### config.mk
export PLATFORM = sky130hd
export DESIGN_NAME = mult_div
export DESIGN_NICKNAME = d
export VERILOG_FILES = /design/src/rtl/mult_div.sv
export SDC_FILE = /design/constraint.sdc
export NUM_CORES = 1
export LEC_CHECK = 0
export CAP_MARGIN = 15
export CORE_ASPECT_RATIO = 1.4
export CORE_MARGIN = 2
export CORE_UTILIZATION = 45
export DETAILED_ROUTE_END_ITERATION = 6
export GPL_TIMING_DRIVEN = 0
export PLACE_DENSITY = 0.65
export SETUP_SLACK_MARGIN = 0.1
export SLEW_MARGIN = 10
export SYNTH_ARGS = -nofsm -noshare
export SYNTH_HDL_FRONTEND = slang
export SYNTH_SLANG_ARGS = --single-unit
### constraint.sdc
create_clock -name clk -period 6.9 [get_ports clk]
set_input_delay 1.38 -clock clk [delete_from_list [all_inputs] [get_ports clk]]
set_output_delay 1.38 -clock clk [all_outputs]
set_load 0.005 [all_outputs]
### src/rtl/mult_div.sv
// mult_div: iterative 32x32 multiply / divide unit that owns the MIPS HI/LO
// register pair. Shift-add multiply and restoring divide run on operand
// magnitudes for 32 cycles. A final FIX cycle applies the sign correction
// and commits the result.
package mult_div_pkg;
  typedef logic [5:0] funct_t;
  localparam funct_t FUNCT_MFHI  = 6'h10;
  localparam funct_t FUNCT_MTHI  = 6'h11;
  localparam funct_t FUNCT_MFLO  = 6'h12;
  localparam funct_t FUNCT_MTLO  = 6'h13;
  localparam funct_t FUNCT_MULT  = 6'h18;
  localparam funct_t FUNCT_MULTU = 6'h19;
  localparam funct_t FUNCT_DIV   = 6'h1A;
  localparam funct_t FUNCT_DIVU  = 6'h1B;
endpackage

module mult_div
  import mult_div_pkg::*;
(
  input  logic        clk,
  input  logic        reset,
  input  logic        start,
  input  funct_t      fncode,
  input  logic [31:0] a,
  input  logic [31:0] b,
  output logic        busy,
  output logic        done,
  output logic [31:0] hi,
  output logic [31:0] lo
);

  typedef enum logic [1:0] {S_IDLE, S_RUN, S_FIX} state_t;

  state_t      r_state, w_next;
  logic        r_is_div, r_neg_q, r_neg_r, r_bzero, r_done;
  logic [31:0] r_b, r_rem, r_q, r_hi, r_lo;
  logic [4:0]  r_cnt;

  logic        w_is_mul, w_is_div, w_signed, w_go;
  logic [31:0] w_a_mag, w_b_mag;
  logic [32:0] w_sum, w_shift, w_diff;
  logic [63:0] w_prod, w_prod_fix;
  logic [31:0] w_quo_fix, w_rem_fix;

  // Operation decode and operand magnitudes.
  always_comb begin
    w_is_mul = (fncode == FUNCT_MULT) || (fncode == FUNCT_MULTU);
    w_is_div = (fncode == FUNCT_DIV)  || (fncode == FUNCT_DIVU);
    w_signed = (fncode == FUNCT_MULT) || (fncode == FUNCT_DIV);
    w_go     = (r_state == S_IDLE) && start && (w_is_mul || w_is_div);
    w_a_mag  = (w_signed && a[31]) ? (~a + 32'd1) : a;
    w_b_mag  = (w_signed && b[31]) ? (~b + 32'd1) : b;
  end

  // Per-iteration datapath and the final sign correction.
  // Multiply keeps {r_rem,r_q} as the shifting product with the multiplier in r_q.
  // Divide keeps the partial remainder in r_rem and shifts the dividend out of r_q.
  always_comb begin
    w_sum      = {1'b0, r_rem} + (r_q[0] ? {1'b0, r_b} : 33'd0);
    w_shift    = {r_rem, r_q[31]};
    w_diff     = w_shift - {1'b0, r_b};
    w_prod     = {r_rem, r_q};
    w_prod_fix = r_neg_q ? (~w_prod + 64'd1) : w_prod;
    w_quo_fix  = r_bzero ? '1 : (r_neg_q ? (~r_q + 32'd1) : r_q);
    w_rem_fix  = r_neg_r ? (~r_rem + 32'd1) : r_rem;
  end

  // State register.
  always_ff @(posedge clk) begin
    if (reset) r_state <= S_IDLE;
    else       r_state <= w_next;
  end

  // Next-state logic.
  always_comb begin
    w_next = r_state;
    case (r_state)
      S_IDLE:  if (w_go) w_next = S_RUN;
      S_RUN:   if (r_cnt == 5'd31) w_next = S_FIX;
      S_FIX:   w_next = S_IDLE;
      default: w_next = S_IDLE;
    endcase
  end

  // Operand latch, iterations, HI/LO writes and the done pulse.
  always_ff @(posedge clk) begin
    if (reset) begin
      r_done <= 1'b0;
      r_hi   <= '0;
      r_lo   <= '0;
      r_cnt  <= '0;
    end else begin
      r_done <= 1'b0;
      case (r_state)
        S_IDLE: begin
          if (w_go) begin
            r_is_div <= w_is_div;
            r_neg_q  <= w_signed && (a[31] ^ b[31]);
            r_neg_r  <= w_signed && w_is_div && a[31];
            r_bzero  <= w_is_div && (b == '0);
            r_b      <= w_is_div ? w_b_mag : w_a_mag;
            r_q      <= w_is_div ? w_a_mag : w_b_mag;
            r_rem    <= '0;
            r_cnt    <= '0;
          end else if (start && (fncode == FUNCT_MTHI)) begin
            r_hi <= a;
          end else if (start && (fncode == FUNCT_MTLO)) begin
            r_lo <= a;
          end
        end
        S_RUN: begin
          r_cnt <= r_cnt + 5'd1;
          if (r_is_div) begin
            if (!w_diff[32]) begin
              r_rem <= w_diff[31:0];
              r_q   <= {r_q[30:0], 1'b1};
            end else begin
              r_rem <= w_shift[31:0];
              r_q   <= {r_q[30:0], 1'b0};
            end
          end else begin
            r_rem <= w_sum[32:1];
            r_q   <= {w_sum[0], r_q[31:1]};
          end
        end
        S_FIX: begin
          r_done <= 1'b1;
          if (r_is_div) begin
            r_hi <= w_rem_fix;
            r_lo <= w_quo_fix;
          end else begin
            r_hi <= w_prod_fix[63:32];
            r_lo <= w_prod_fix[31:0];
          end
        end
        default: ;
      endcase
    end
  end

  assign busy = (r_state != S_IDLE);
  assign done = r_done;
  assign hi   = r_hi;
  assign lo   = r_lo;

endmodule

==> flow_metrics.env <==
export IMPL_cts_tree="done"
export IMPL_grt_max_degree=28
export IMPL_ff_latch_area_mm2=0.004444
export IMPL_worst_setup_path_end_kind="register"
export IMPL_clock_latency_ps=460
export IMPL_period_minus_slack_ps=4939
export IMPL_timing_hold_violations_final=0
export IMPL_finalClockSkew_ps=13.19
export IMPL_post_cts_buffers=0
export IMPL_outcome="complete, no violations"
export IMPL_die_h_um=218.5
export IMPL_fmax_mhz=202.5
export IMPL_grt_pass1_wl_um=91670
export IMPL_io_pins=139
export IMPL_setup_violations=0
export IMPL_slew_violations=0
export IMPL_finalPower_w=0.002374
export IMPL_peakVddDrop_v=0.0001755
export IMPL_path_delay_family="simple AND/OR/NAND/NOR gates"
export IMPL_grt_usage_pct=36.29
export IMPL_p_leak_nw=6.326
export IMPL_yosys_warnings=0
export IMPL_required_ps=7080
export IMPL_ys_seq_area_share_pct=30.04
export IMPL_antenna_found_initial=0
export IMPL_drt_pass1_iterations=5
export IMPL_numCtsBuffers=17
export IMPL_clk_path_buf_depth=2
export IMPL_rr_startpoint="r_q[0]$_DFFE_PP_"
export IMPL_portBuffers=135
export IMPL_hp_class="reg -> reg"
export IMPL_dpl_instance_area_mm2=0.01679
export IMPL_synth_edf_count=100
export IMPL_rsz0062_at_grt="no"
export IMPL_initial_core_util_pct=45.66
export IMPL_multi_input_area_mm2=0.009686
export IMPL_crit_top_cell="nor4_1"
export IMPL_slowest_stage="nor4_1"
export IMPL_area_delta_synth_final_pct=17.10
export IMPL_cp_buffers_inverters=1
export IMPL_antenna_diode_count=0
export IMPL_critical_path_max_stage_delay_ps=740
export IMPL_path_cells="clkdlybuf4s50_1 -> nor4_1 -> nand2_1 -> or3_1 -> nor4_1 -> a21oi_1 -> nor2_1 -> xnor2_1 -> o211ai_1 -> o21ai_0"
export IMPL_cts_resized=0
export IMPL_drt_first_iter_violations=1377
export IMPL_fin_nets=2157
export IMPL_period_share_pct=71.58
export IMPL_rows=78
export IMPL_worst_slew_pin_slew_ps=1014
export IMPL_crit_arrival_ps=5120
export IMPL_root_buffer="clkbuf_16"
export IMPL_setup_tns_ps=0
export IMPL_synth_nets=2000
export IMPL_relSlewSlack_pct=31.77
export IMPL_final_cell_mix="nand2_1 (233), a21oi_1 (190), nor2_1 (156), o21ai_0 (143), clkdlybuf4s50_1 (135)"
export IMPL_ys_ff_latch=172
export IMPL_synthTopCellsByArea="edfxtp_1 (20%), dfxtp_1 (9.7%), xnor2_1 (6.6%), a21oi_1 (6.4%), ha_1 (5.9%)"
export IMPL_dp_hpwl_um=50640
export IMPL_fp_coreArea_mm2=0.03240
export IMPL_syn_area_per_cell_um2=7.975
export IMPL_max_cap_violations=0
export IMPL_fp_dieW_um=157.2
export IMPL_fill_cells=3213
export IMPL_setup_ws_ps=1961
export IMPL_vias_per_cell=6.272
export IMPL_startpoint="a[4]"
export IMPL_grt_pass1_vias=15040
export IMPL_critPathMaxFanout=5
export IMPL_reg2reg_depth=13
export IMPL_routed_wl_um=62360
export IMPL_hold_ws_ps=452.1
export IMPL_synth_main_ff_cell="edfxtp_1"
export IMPL_r2r_end="r_rem[25]$_SDFFCE_PN0P_"
export IMPL_netlist_instances=1855
export IMPL_yosysTopAreaCell="edfxtp_1"
export IMPL_synth_top_area_share_pct=20.30
export IMPL_worstSetupPathType="in -> reg"
export IMPL_min_from="lo[13]$_SDFFE_PP0P_"
export IMPL_wl_per_cell_um=25.30
export IMPL_final_layout_size_suffix_gt1_share_pct=3.210
export IMPL_cts_sinks=172
export IMPL_via_count=15460
export IMPL_r2r_slack_ps=2010
export IMPL_drc=0
export IMPL_clkTransAtPathRegs_ps=70
export IMPL_ys_types=77
export IMPL_grt_ovfl_total=0
export IMPL_ctsHoldBuffers=0
export IMPL_antenna_left=0
export IMPL_gp_congestion=1.022
export IMPL_syn_cell_area_mm2=0.01479
export IMPL_htreeDepth=4
export IMPL_start_kind="input pin"
export IMPL_async_flop_share_pct=0
export IMPL_die_area_mm2=0.03436
export IMPL_critPathCapture="r_q[22]$_DFFE_PP_"
export IMPL_pre_cts_slack_ps=1593
export IMPL_worst_path_stages=10
export IMPL_final_common_cell="nand2_1"
export IMPL_final_area_mm2=0.01732
export IMPL_cellPowerDensity_mw_per_mm2=137.0
[Yosys cell counts (14+ instances only)]
master and n:
ha_1 70, clkbuf_1 100, o211ai_1 14, inv_1 64
mux2i_1 86, o221ai_1 31, xor2_1 64, a21o_1 18
o41ai_1 15, edfxtp_1 100, a211oi_1 20, nor2_1 158
nand3_1 25, dfxtp_1 72, o21ai_0 143, a21oi_1 190
a311oi_1 17, xnor2_1 112, nand2_1 233, nor4_1 20
or3_1 21, nor3_1 40, and2_1 17, a31oi_1 14
o31ai_1 17
[power breakdown]
part	switching, W	total, W	internal, W
combinational	0.000200	0.000322	0.000122
clock	0.000473	0.000943	0.000470
sequential	0.0000145	0.00111	0.00109
[how the worst min path moves through the flow]
stage                     slack [ps]               endpoint  cells after the start
after floorplan                  440  r_cnt[3]$_SDFFE_PP0P_                      1
after global placement           440    lo[17]$_SDFFE_PP0P_                      2
after detailed placement         450    lo[22]$_SDFFE_PP0P_                      2
after CTS                        460    lo[22]$_SDFFE_PP0P_                      2
after global routing             470    lo[13]$_SDFFE_PP0P_                      2
final                            450    lo[13]$_SDFFE_PP0P_                      2
[worst reg2reg max path, delay by kind of cell, from the launching register on]
family / cells / cell delay [ps]
xor gates and xnor gates: 1 / 220
AOI/OAI and AO/OA: 6 / 2010
DFF: 1 / 550
buffers and inverters: 2 / 720
and+or+nand+nor: 3 / 820
adders and majority gates: 1 / 390
[flip-flops by register name, indices dropped and copies added (netlist names)]
| register | cells |
|---|---|
| r_neg_r | 1 |
| r_q | 32 |
| r_state | 2 |
| r_is_div | 1 |
| lo | 32 |
| r_cnt | 5 |
| r_b | 32 |
| done | 1 |
| r_bzero | 1 |
| r_rem | 32 |
| hi | 32 |
| r_neg_q | 1 |
[kinds of logic (layout without fill, tap and decap cells)]
logic type	Yosys count	count (layout)	share of synthesized area, %
mux	88	88	5.971
compound gates	561	561	23.61
simple gates	606	606	19.17
xor+xnor	176	176	10.42
fa+ha+maj	72	72	6.191
flops	172	172	30.04
buf+inv	180	350	4.592
[cell type report]
class	count	share of cell area, %
buffer	115	2.513
clock buffer	19	2.499
clock inverter	13	0.6067
inverter	65	1.408
multi-input combinational	1503	55.91
sequential	172	25.65
tap	440	3.178
timing repair buffer	138	8.233
[through the flow]
step	util, %	instances
floorplan	-	1855
global placement	51.53	2430
detailed placement	51.81	2433
CTS	53.47	2465
global route	53.47	2465
finish	53.47	2465
[per-layer routing]
metal | part of all wire [%] | track usage, % | wire length, um | vias up
met5 | 0 | 0 | 0 | -
li1 | - | - | - | 7111
met1 | 36 | 39.47 | 22560 | 7436
met4 | 8.4 | 26.06 | 5235 | 0
met2 | 50 | 63.41 | 31020 | 686
met3 | 5.7 | 5.810 | 3532 | 228
(Power assumes the default switching activity.)
